<file path="config.mk">
export PLATFORM = sky130hd
export DESIGN_NAME = if_stage_flat
export DESIGN_NICKNAME = d
export VERILOG_FILES = /design/src/rtl/if_stage_if.sv /design/src/rtl/if_stage.sv /design/src/flat_wrapper.sv
export SDC_FILE = /design/constraint.sdc
export NUM_CORES = 1
export LEC_CHECK = 0
export CELL_PAD_IN_SITES_DETAIL_PLACEMENT = 1
export CELL_PAD_IN_SITES_GLOBAL_PLACEMENT = 1
export CORE_ASPECT_RATIO = 1.1
export CORE_MARGIN = 2
export CORE_UTILIZATION = 23
export CTS_CLUSTER_SIZE = 30
export DETAILED_ROUTE_END_ITERATION = 10
export HOLD_SLACK_MARGIN = 0.1
export PLACE_DENSITY_LB_ADDON = 0.1
export SYNTH_ARGS = -nofsm -noshare
export SYNTH_HDL_FRONTEND = slang
export SYNTH_SLANG_ARGS = --single-unit
</file>
<file path="constraint.sdc">
create_clock -name clk -period 9.4 [get_ports clk]
set_input_delay 2.35 -clock clk [delete_from_list [all_inputs] [get_ports clk]]
set_output_delay 2.35 -clock clk [all_outputs]
set_load 0.05 [all_outputs]
</file>
<file path="src/rtl/if_stage_if.sv">
// Instruction-memory handshake bundle used by the fetch stage.
//   imem_req   : request, held high until imem_ack
//   imem_addr  : fetch byte address, stable while imem_req is high
//   imem_ack   : one-cycle response strobe
//   imem_rdata : instruction word, valid with imem_ack
// master = fetch stage, slave = instruction memory.
interface if_stage_if;
  logic        imem_req;
  logic [31:0] imem_addr;
  logic        imem_ack;
  logic [31:0] imem_rdata;

  modport master (
    output imem_req,
    output imem_addr,
    input  imem_ack,
    input  imem_rdata
  );

  modport slave (
    input  imem_req,
    input  imem_addr,
    output imem_ack,
    output imem_rdata
  );
endinterface

</file>
<file path="src/rtl/if_stage.sv">
// Instruction fetch stage with IF/ID register, one-entry skid buffer,
// load-use hazard stall, redirect handling and halt detection.
// Ports:
//   clk, rst            : clock, asynchronous active-high reset
//   imem (master)       : instruction-memory request/ack handshake
//   redirect_i          : taken branch/jump pulse
//   redirect_target_i   : new PC, sampled with redirect_i
//   ex_mem_read_i       : EX-stage instruction is a load
//   ex_rt_i             : destination register of that load
//   id_instruction_o    : IF/ID instruction word
//   id_pc_plus4_o       : PC+4 of id_instruction_o
//   stall_b_o           : low = decoder must treat IF/ID as a bubble
//   halted_o            : high once a halt word (opcode 6'h3f) entered IF/ID
module if_stage (
  input  logic        clk,
  input  logic        rst,
  if_stage_if.master  imem,
  input  logic        redirect_i,
  input  logic [31:0] redirect_target_i,
  input  logic        ex_mem_read_i,
  input  logic [4:0]  ex_rt_i,
  output logic [31:0] id_instruction_o,
  output logic [31:0] id_pc_plus4_o,
  output logic        stall_b_o,
  output logic        halted_o
);

  typedef enum logic [1:0] {
    FETCH = 2'd0,
    BUF   = 2'd1,
    DROP  = 2'd2,
    HALT  = 2'd3
  } state_e;

  state_e      state_q;
  logic [31:0] pc_q;          // next address to fetch
  logic [31:0] addr_q;        // address presented on the bus
  logic        req_q;
  logic [31:0] id_instr_q;
  logic [31:0] id_pc4_q;
  logic        id_valid_q;
  logic [31:0] skid_instr_q;
  logic [31:0] skid_pc4_q;
  logic        skid_valid_q;
  logic        halted_q;

  logic        hazard_s;
  logic        ack_s;
  logic [31:0] pc_plus4_s;
  logic        rdata_halt_s;
  logic        skid_halt_s;

  // Load-use hazard detection and per-cycle helper values.
  always_comb begin
    hazard_s     = 1'b0;
    ack_s        = 1'b0;
    pc_plus4_s   = pc_q + 32'd4;  // modulo 2^32 wrap is intended
    rdata_halt_s = (imem.imem_rdata[31:26] == 6'h3f);
    skid_halt_s  = (skid_instr_q[31:26] == 6'h3f);
    if (ex_mem_read_i && (ex_rt_i != 5'd0) && id_valid_q &&
        ((ex_rt_i == id_instr_q[25:21]) || (ex_rt_i == id_instr_q[20:16]))) begin
      hazard_s = 1'b1;
    end else begin
      hazard_s = 1'b0;
    end
    // An ack only counts against a request we actually have on the bus;
    // this also discards a stray ack in the first cycle after reset.
    if (req_q) begin
      ack_s = imem.imem_ack;
    end else begin
      ack_s = 1'b0;
    end
  end

  // Fetch FSM together with PC, IF/ID and skid buffer state.
  always_ff @(posedge clk or posedge rst) begin
    if (rst) begin
      state_q      <= FETCH;
      pc_q         <= 32'd0;
      addr_q       <= 32'd0;
      req_q        <= 1'b0;
      id_instr_q   <= 32'd0;
      id_pc4_q     <= 32'd0;
      id_valid_q   <= 1'b0;
      skid_instr_q <= 32'd0;
      skid_pc4_q   <= 32'd0;
      skid_valid_q <= 1'b0;
      halted_q     <= 1'b0;
    end else begin
      case (state_q)
        FETCH: begin
          if (redirect_i) begin
            pc_q         <= redirect_target_i;
            id_valid_q   <= 1'b0;
            skid_valid_q <= 1'b0;
            if (req_q && !imem.imem_ack) begin
              // Request still in flight: keep it on the bus, drop its answer.
              state_q <= DROP;
            end else begin
              state_q <= FETCH;
              req_q   <= 1'b1;
              addr_q  <= redirect_target_i;
            end
          end else if (ack_s && !hazard_s) begin
            id_instr_q <= imem.imem_rdata;
            id_pc4_q   <= pc_plus4_s;
            id_valid_q <= 1'b1;
            pc_q       <= pc_plus4_s;
            addr_q     <= pc_plus4_s;
            if (rdata_halt_s) begin
              state_q  <= HALT;
              req_q    <= 1'b0;
              halted_q <= 1'b1;
            end else begin
              state_q  <= FETCH;
              req_q    <= 1'b1;
            end
          end else if (ack_s) begin
            // IF/ID is held by the hazard, so park the word in the skid buffer.
            skid_instr_q <= imem.imem_rdata;
            skid_pc4_q   <= pc_plus4_s;
            skid_valid_q <= 1'b1;
            pc_q         <= pc_plus4_s;
            addr_q       <= pc_plus4_s;
            req_q        <= 1'b0;
            state_q      <= BUF;
          end else if (hazard_s) begin
            req_q <= 1'b1;
          end else begin
            id_valid_q <= 1'b0;
            req_q      <= 1'b1;
            addr_q     <= pc_q;
          end
        end
        BUF: begin
          if (redirect_i) begin
            pc_q         <= redirect_target_i;
            addr_q       <= redirect_target_i;
            id_valid_q   <= 1'b0;
            skid_valid_q <= 1'b0;
            req_q        <= 1'b1;
            state_q      <= FETCH;
          end else if (!skid_valid_q) begin
            // Nothing parked: resume fetching.
            req_q   <= 1'b1;
            addr_q  <= pc_q;
            state_q <= FETCH;
          end else if (!hazard_s) begin
            id_instr_q   <= skid_instr_q;
            id_pc4_q     <= skid_pc4_q;
            id_valid_q   <= 1'b1;
            skid_valid_q <= 1'b0;
            if (skid_halt_s) begin
              state_q  <= HALT;
              req_q    <= 1'b0;
              halted_q <= 1'b1;
            end else begin
              state_q  <= FETCH;
              req_q    <= 1'b1;
              addr_q   <= pc_q;
            end
          end else begin
            req_q <= 1'b0;
          end
        end
        DROP: begin
          if (redirect_i) begin
            pc_q <= redirect_target_i;
          end else begin
            pc_q <= pc_q;
          end
          if (ack_s) begin
            state_q <= FETCH;
            req_q   <= 1'b1;
            addr_q  <= redirect_i ? redirect_target_i : pc_q;
          end else begin
            state_q <= DROP;
            req_q   <= 1'b1;
          end
        end
        HALT: begin
          req_q    <= 1'b0;
          halted_q <= 1'b1;
        end
        default: begin
          state_q    <= FETCH;
          req_q      <= 1'b0;
          id_valid_q <= 1'b0;
        end
      endcase
    end
  end

  assign imem.imem_req    = req_q;
  assign imem.imem_addr   = addr_q;
  assign id_instruction_o = id_instr_q;
  assign id_pc_plus4_o    = id_pc4_q;
  assign stall_b_o        = id_valid_q & ~hazard_s;
  assign halted_o         = halted_q;

endmodule

</file>
<file path="src/flat_wrapper.sv">
// flat-port wrapper written by rule: the top's interface ports become plain ports
module if_stage_flat 
  (clk, rst, redirect_i, redirect_target_i, ex_mem_read_i, ex_rt_i, id_instruction_o, id_pc_plus4_o, stall_b_o, halted_o, imem_imem_req, imem_imem_addr, imem_imem_ack, imem_imem_rdata);
  if_stage_if imem_i ();
  input  logic clk;
  input  logic rst;
  input  logic redirect_i;
  input  logic [31:0] redirect_target_i;
  input  logic ex_mem_read_i;
  input  logic [4:0] ex_rt_i;
  output logic [31:0] id_instruction_o;
  output logic [31:0] id_pc_plus4_o;
  output logic stall_b_o;
  output logic halted_o;
  output wire logic [$bits(imem_i.imem_req)-1:0] imem_imem_req;
  output wire logic [$bits(imem_i.imem_addr)-1:0] imem_imem_addr;
  input wire logic [$bits(imem_i.imem_ack)-1:0] imem_imem_ack;
  input wire logic [$bits(imem_i.imem_rdata)-1:0] imem_imem_rdata;
  assign imem_imem_req = imem_i.imem_req;
  assign imem_imem_addr = imem_i.imem_addr;
  assign imem_i.imem_ack = imem_imem_ack;
  assign imem_i.imem_rdata = imem_imem_rdata;
  if_stage u_core (.clk(clk), .rst(rst), .imem(imem_i), .redirect_i(redirect_i), .redirect_target_i(redirect_target_i), .ex_mem_read_i(ex_mem_read_i), .ex_rt_i(ex_rt_i), .id_instruction_o(id_instruction_o), .id_pc_plus4_o(id_pc_plus4_o), .stall_b_o(stall_b_o), .halted_o(halted_o));
endmodule
</file>
## After elaboration in Yosys (flattened, before gate mapping)

Cells that the tools add are included.

| word-level totals | value |
|---|---|
| logic and storage cells | 139 |
| register bits | 198 |

| operators by class | value |
|---|---|
| add/sub/neg operators | 1 |
| bitwise logic cells | 4 |
| equal/unequal tests | 26 |
| mux-type cells | 74 |
| reduce and logical (&&, ||, !) cells | 23 |

Operator list:

| operator | number |
|---|---|
| 2-to-1 mux 32 bit | 24 |
| case mux 32 bit (2 select lines) | 3 |
| case mux 32 bit (3 select lines) | 1 |
| adder 32 x 3 -> 32 bit (second input constant) | 1 |
| 2-to-1 mux 1 bit | 31 |
| 2-to-1 mux 2 bit | 10 |
| != test 4 bit (second input constant) | 4 |
| equality test 6 bit (second input constant) | 2 |
| AND reduction 6 bit | 2 |
| equality test 5 bit | 2 |
| != test 2 x 1 -> 1 bit (second input constant) | 5 |
| != test 3 bit (second input constant) | 3 |
| AND reduction 8 bit | 1 |
| != test 2 bit (second input constant) | 3 |
| != test 3 x 2 -> 1 bit (second input constant) | 2 |
| case mux 2 bit (3 select lines) | 1 |
| AND reduction 3 bit | 2 |
| nonzero test 3 bit | 2 |
| logical AND 1 bit | 5 |
| != test 5 bit (second input constant) | 1 |
| AND reduction 5 bit | 1 |
| nonzero test 5 bit | 1 |
| equality test 2 bit (second input constant) | 2 |
| != test 4 x 2 -> 1 bit (second input constant) | 1 |
| 13 further kinds | 18 |

## Logic depth before layout (Yosys ltp)

| depth | value |
|---|---|
| depth in word-level cells | 10 |
| gate-level depth with buffers | 10 |
| depth with buffers taken out | 8 |

## Least setup slack after synthesis

No wires, ideal clock.

| timing path | value |
|---|---|
| path kind | input to output |
| from | input ex_rt_i[0] |
| to | output stall_b_o |
| buffers on the path | 0 |
| arrival | 3.903 ns |
| slack | 3.147 ns |
| stages on the path | 4 |
| cells stage by stage | or4_4 > o211ai_4 > nor2_2 > nor2b_1 |

| between the ends | value |
|---|---|
| word-level cells in the longest chain between the ends | 7 |
| elaborated cells between the ends (all ways) | 10 |

Ends and longest elaborated chain:

| item | line | RTL |
|---|---|---|
| start, declared | flat_wrapper.sv:10 | `input logic [4:0] ex_rt_i;` |
| nonzero test 5 bit | if_stage.sv:60 | `if (ex_mem_read_i && (ex_rt_i != 5'd0) && id_valid_q &&` |
| logical AND 1 bit (2 in series) | if_stage.sv:60 |  |
| logical AND 1 bit (*) | if_stage.sv:60 |  |
| 2-to-1 mux 1 bit (*) | if_stage.sv:60 |  |
| inverter 1 bit (*) | if_stage.sv:198 | `assign stall_b_o = id_valid_q & ~hazard_s;` |
| AND 1 bit (*) | if_stage.sv:198 |  |
| end, declared | flat_wrapper.sv:13 | `output logic stall_b_o;` |

Mark *: on every way between the ends. The rest lies on a longest branch, timed or not.

## Final worst setup path

| timing path | value |
|---|---|
| from | input ex_rt_i[1] |
| to | output stall_b_o |

The elaborated chain is that of the path after synthesis.

==> reports/results.tsv <==
stage	metric	value	unit
status	outcome	finished clean	
drt	vias per inst	4.67	
yosys	FFs w/ async S/R, synth	100	%
yosys	register area share after synthesis	46.3	%
cts	CTS buffer count	17	
yosys	Synth Flop Type	dfrtp_1	
yosys	Post-Synthesis Cell Area	10700	µm²
grt	first-pass GRT wire length	56.1	mm
placement	final RePlAce weighted congestion	0.764	
sta	minimum clock period	7280	ps
floorplanning	Top Ports	173	
grt	total congestion overflow	0	
min_path	Hold Path Class	reg -> reg	
critical_path	Reg2Reg Depth	9	
yosys	syn_nets	1107	
layout	fraction of layout cells with a size suffix above 1	17.4	%
drt	antenna viol nets, final	0	
critical_path	Worst R2R Setup Slack	5790	ps
cts	post-CTS setup buffers	0	
yosys	cell count after synthesis	1028	
yosys	Mean Syn Cell Area	10.4	µm²
cts	Post-CTS Hold Fix Bufs	0	
sta	max frequency	137	MHz
placement	Detail Placement HPWL	24.4	mm
cts	clock root cell	clkbuf_16	
sta	Final Max Tran Viols	0	
critical_path	RR Endpoint	u_core.imem.imem_addr[24]	
min_path	hold path depth	2	
sta	Hold Slack	483	ps
drt	final WL	35.6	mm
grt	largest net degree at the start of global routing	99	
cts	Post-CTS Resized	0	
flow_run	# Max-Cap Violations	0	
layout	final net count	1226	
floorplanning	Core ar.	45800	µm²
layout	ANT cells	0	
pwr	Pleak	0.00558	µW
drt	routed via count	8155	
sta	worst rel slew slack	20.6	%
floorplanning	die area	48300	µm²
yosys	Syn. warnings	0	
cts	CTS tree	done	
sta	Setup Skew	12.9	ps
layout	Area growth, synth to finish	26.2	%
critical_path	Setup CP Type	in -> out	
sta	Slew @ Worst Pin	1190	ps
sta	final setup fails	0	
floorplanning	width of the die	210	µm
floorplanning	Initial Utilization	23.4	%
yosys	number of synthesized flops with an enable pin	0	
floorplanning	die height	230	µm
yosys	Synth Register Bits	198	
grt	initial antenna violation count	0	
cts	clk sinks	198	
critical_path	Arr. time, crit path	4930	ps
pwr	Peak VDD IR	0.000176	V
cts	CTS Buffer Depth	2	
critical_path	crit start category	input pin	
sta	RSZ-0062 raised after global routing	false	
critical_path	Reg2Reg Launch Point	u_core.state_q[1]	
critical_path	Worst EP required	7050	ps
drt	drt pass-1 iters	4	
sta	period utilisation layout	77.5	%
grt	GR Util All Layers	15.2	%
grt	vias in the first global route	8828	
cts	H-Tree Depth	4	
floorplanning	num rows	82	
min_path	Worst Hold Path EP	u_core.imem.imem_addr[9]	
sta	worst setup margin	2120	ps
drt	routed length per placed instance	20.4	µm
min_path	Hold Path Origin	u_core.imem.imem_addr[9]	
sta	final hold vios	0	
cts	Clock Latency Late Sink	460	ps
drt	DRT iter0 DRCs	318	
sta	TNS Setup	0	ps
drt	DRC Markers	0	
yosys	Distinct cells, synth	60	
pwr	PD cells	361	nW/µm²
cts	clock-pin slew on the worst setup and hold paths	70	ps
critical_path	endpoint class of the critical path	output pin	
placement	Port Buffers	172	
placement	Setup Slack @ Placement	2060	ps
critical_path	CP Max Fanout	7	
==> cell families after synthesis <==
family | share of synthesized area [%]
DFF | 46.3
xor gates and xnor gates | 4.83
buffers and inverters | 4.13
adders and majority gates | 0.585
and+or+nand+nor | 11.7
AOI/OAI and AO/OA | 12.3
muxes | 20.1
==> state kept, by name, summed over array words and instances, names as in the netlist <==
register,count
u_core.imem.imem_addr,32
u_core.id_pc_plus4_o,32
u_core.state_q,2
u_core.skid_instr_q,32
u_core.skid_pc4_q,32
u_core.skid_valid_q,1
u_core.pc_q,32
u_core.id_instruction_o,32
u_core.halted_o,1
u_core.imem.imem_req,1
u_core.id_valid_q,1
==> cell usage after synthesis (6+ instances only) <==
| cell type | count | area share, % |
|---|---|---|
| inv_1 | 15 | 0.53 |
| mux2_1 | 10 | 1.1 |
| buf_2 | 7 | 0.33 |
| clkbuf_1 | 67 | 2.4 |
| nor3_1 | 21 | 0.98 |
| o22ai_1 | 9 | 0.53 |
| mux2_2 | 94 | 9.9 |
| xnor2_1 | 33 | 2.7 |
| a21oi_1 | 66 | 3.1 |
| nor2b_1 | 6 | 0.35 |
| nor4_1 | 11 | 0.64 |
| nand2_1 | 92 | 3.2 |
| o21ai_0 | 94 | 4.4 |
| buf_6 | 7 | 0.74 |
| dfrtp_1 | 198 | 46 |
| o31ai_1 | 8 | 0.56 |
| nand4_1 | 18 | 1.1 |
| mux2i_1 | 23 | 2.2 |
| nor2_1 | 58 | 2.0 |
| nand3_1 | 27 | 1.3 |
| and3_1 | 9 | 0.53 |
| xor2_1 | 26 | 2.1 |
| a211oi_1 | 6 | 0.42 |
| mux2_4 | 50 | 7.0 |
==> cell usage in the layout, fill, tap and decap left out, types with 5 or more instances in the layout <==
cell and n:
nand2_1 92, nor3_1 20, a211oi_1 6, nor2_1 57, clkdlybuf4s50_1 171, dfrtp_1 198
mux2_4 50, buf_4 14, and3_1 9, a21oi_1 65, inv_1 13, xnor2_1 33
mux2_1 10, nor2b_1 6, o21ai_0 94, mux2_2 94, clkbuf_16 17, nor4_1 11
a22oi_1 5, nand3_1 27, xor2_1 26, o31ai_1 7, mux2i_1 23, nand4_1 18
a311oi_1 5, o22ai_1 9
==> critical path, cell delays in order <==
cell and delay (ps):
clkdlybuf4s50_1 590, xor2_1 170, nor2_1 50, a22oi_1 580, nor2_2 200, nor2b_1 160
clkdlybuf4s50_1 830
==> report_power, final <==
part	leakage, µW	switching [µW]	internal (µW)
sequential	0.00250	306	1190
combinational	0.00280	1610	1010
clock	0.000279	359	406
total	0.00558	2280	2600
==> metrics by stage <==
step / total power, µW / cell area (µm²) / std cells / util (%)
6_report: 4880 / 13500 / 1746 / 29.5
5_1_grt: 5200 / 13500 / 1746 / 29.5
4_1_cts: 4980 / 13500 / 1746 / 29.5
3_5_place_dp: 4170 / 12900 / 1716 / 28.2
3_3_place_gp: 4160 / 12900 / 1716 / 28.2
2_1_floorplan: 3290 / 10700 / 1028 / -
==> layout make-up <==
cell class	count	area (µm²)
Clock buffer	20	457
Clock inverter	10	124
Fill cell	5139	32300
Inverter	15	63.8
Multi-Input combinational cell	729	5350
Sequential cell	198	4950
Tap cell	588	736
Timing Repair Buffer	186	1820
==> per-layer routing <==
layer / track usage (%) / routed length (µm) / up-vias
li1: - / - / 3883
met1: 20.2 / 16600 / 4083
met2: 24.0 / 16300 / 170
met3: 4.32 / 2190 / 19
met4: 4.48 / 525 / 0
met5: 0 / 0 / -
==> worst max path at each step <==
| stage | from | depth (start not counted) | slack, ps | endpoint |
|---|---|---|---|---|
| 3_3_place_gp | ex_rt_i[1] | 7 | 2120 | stall_b_o |
| 6_report | ex_rt_i[1] | 7 | 2120 | stall_b_o |
| 5_1_grt | ex_rt_i[2] | 7 | 1940 | stall_b_o |
| 4_1_cts | ex_rt_i[1] | 7 | 2060 | stall_b_o |
| 2_1_floorplan | rst | 1 | 1650 | u_core.halted_o |
| 3_5_place_dp | ex_rt_i[1] | 7 | 2060 | stall_b_o |
(Power assumes the default switching activity.)
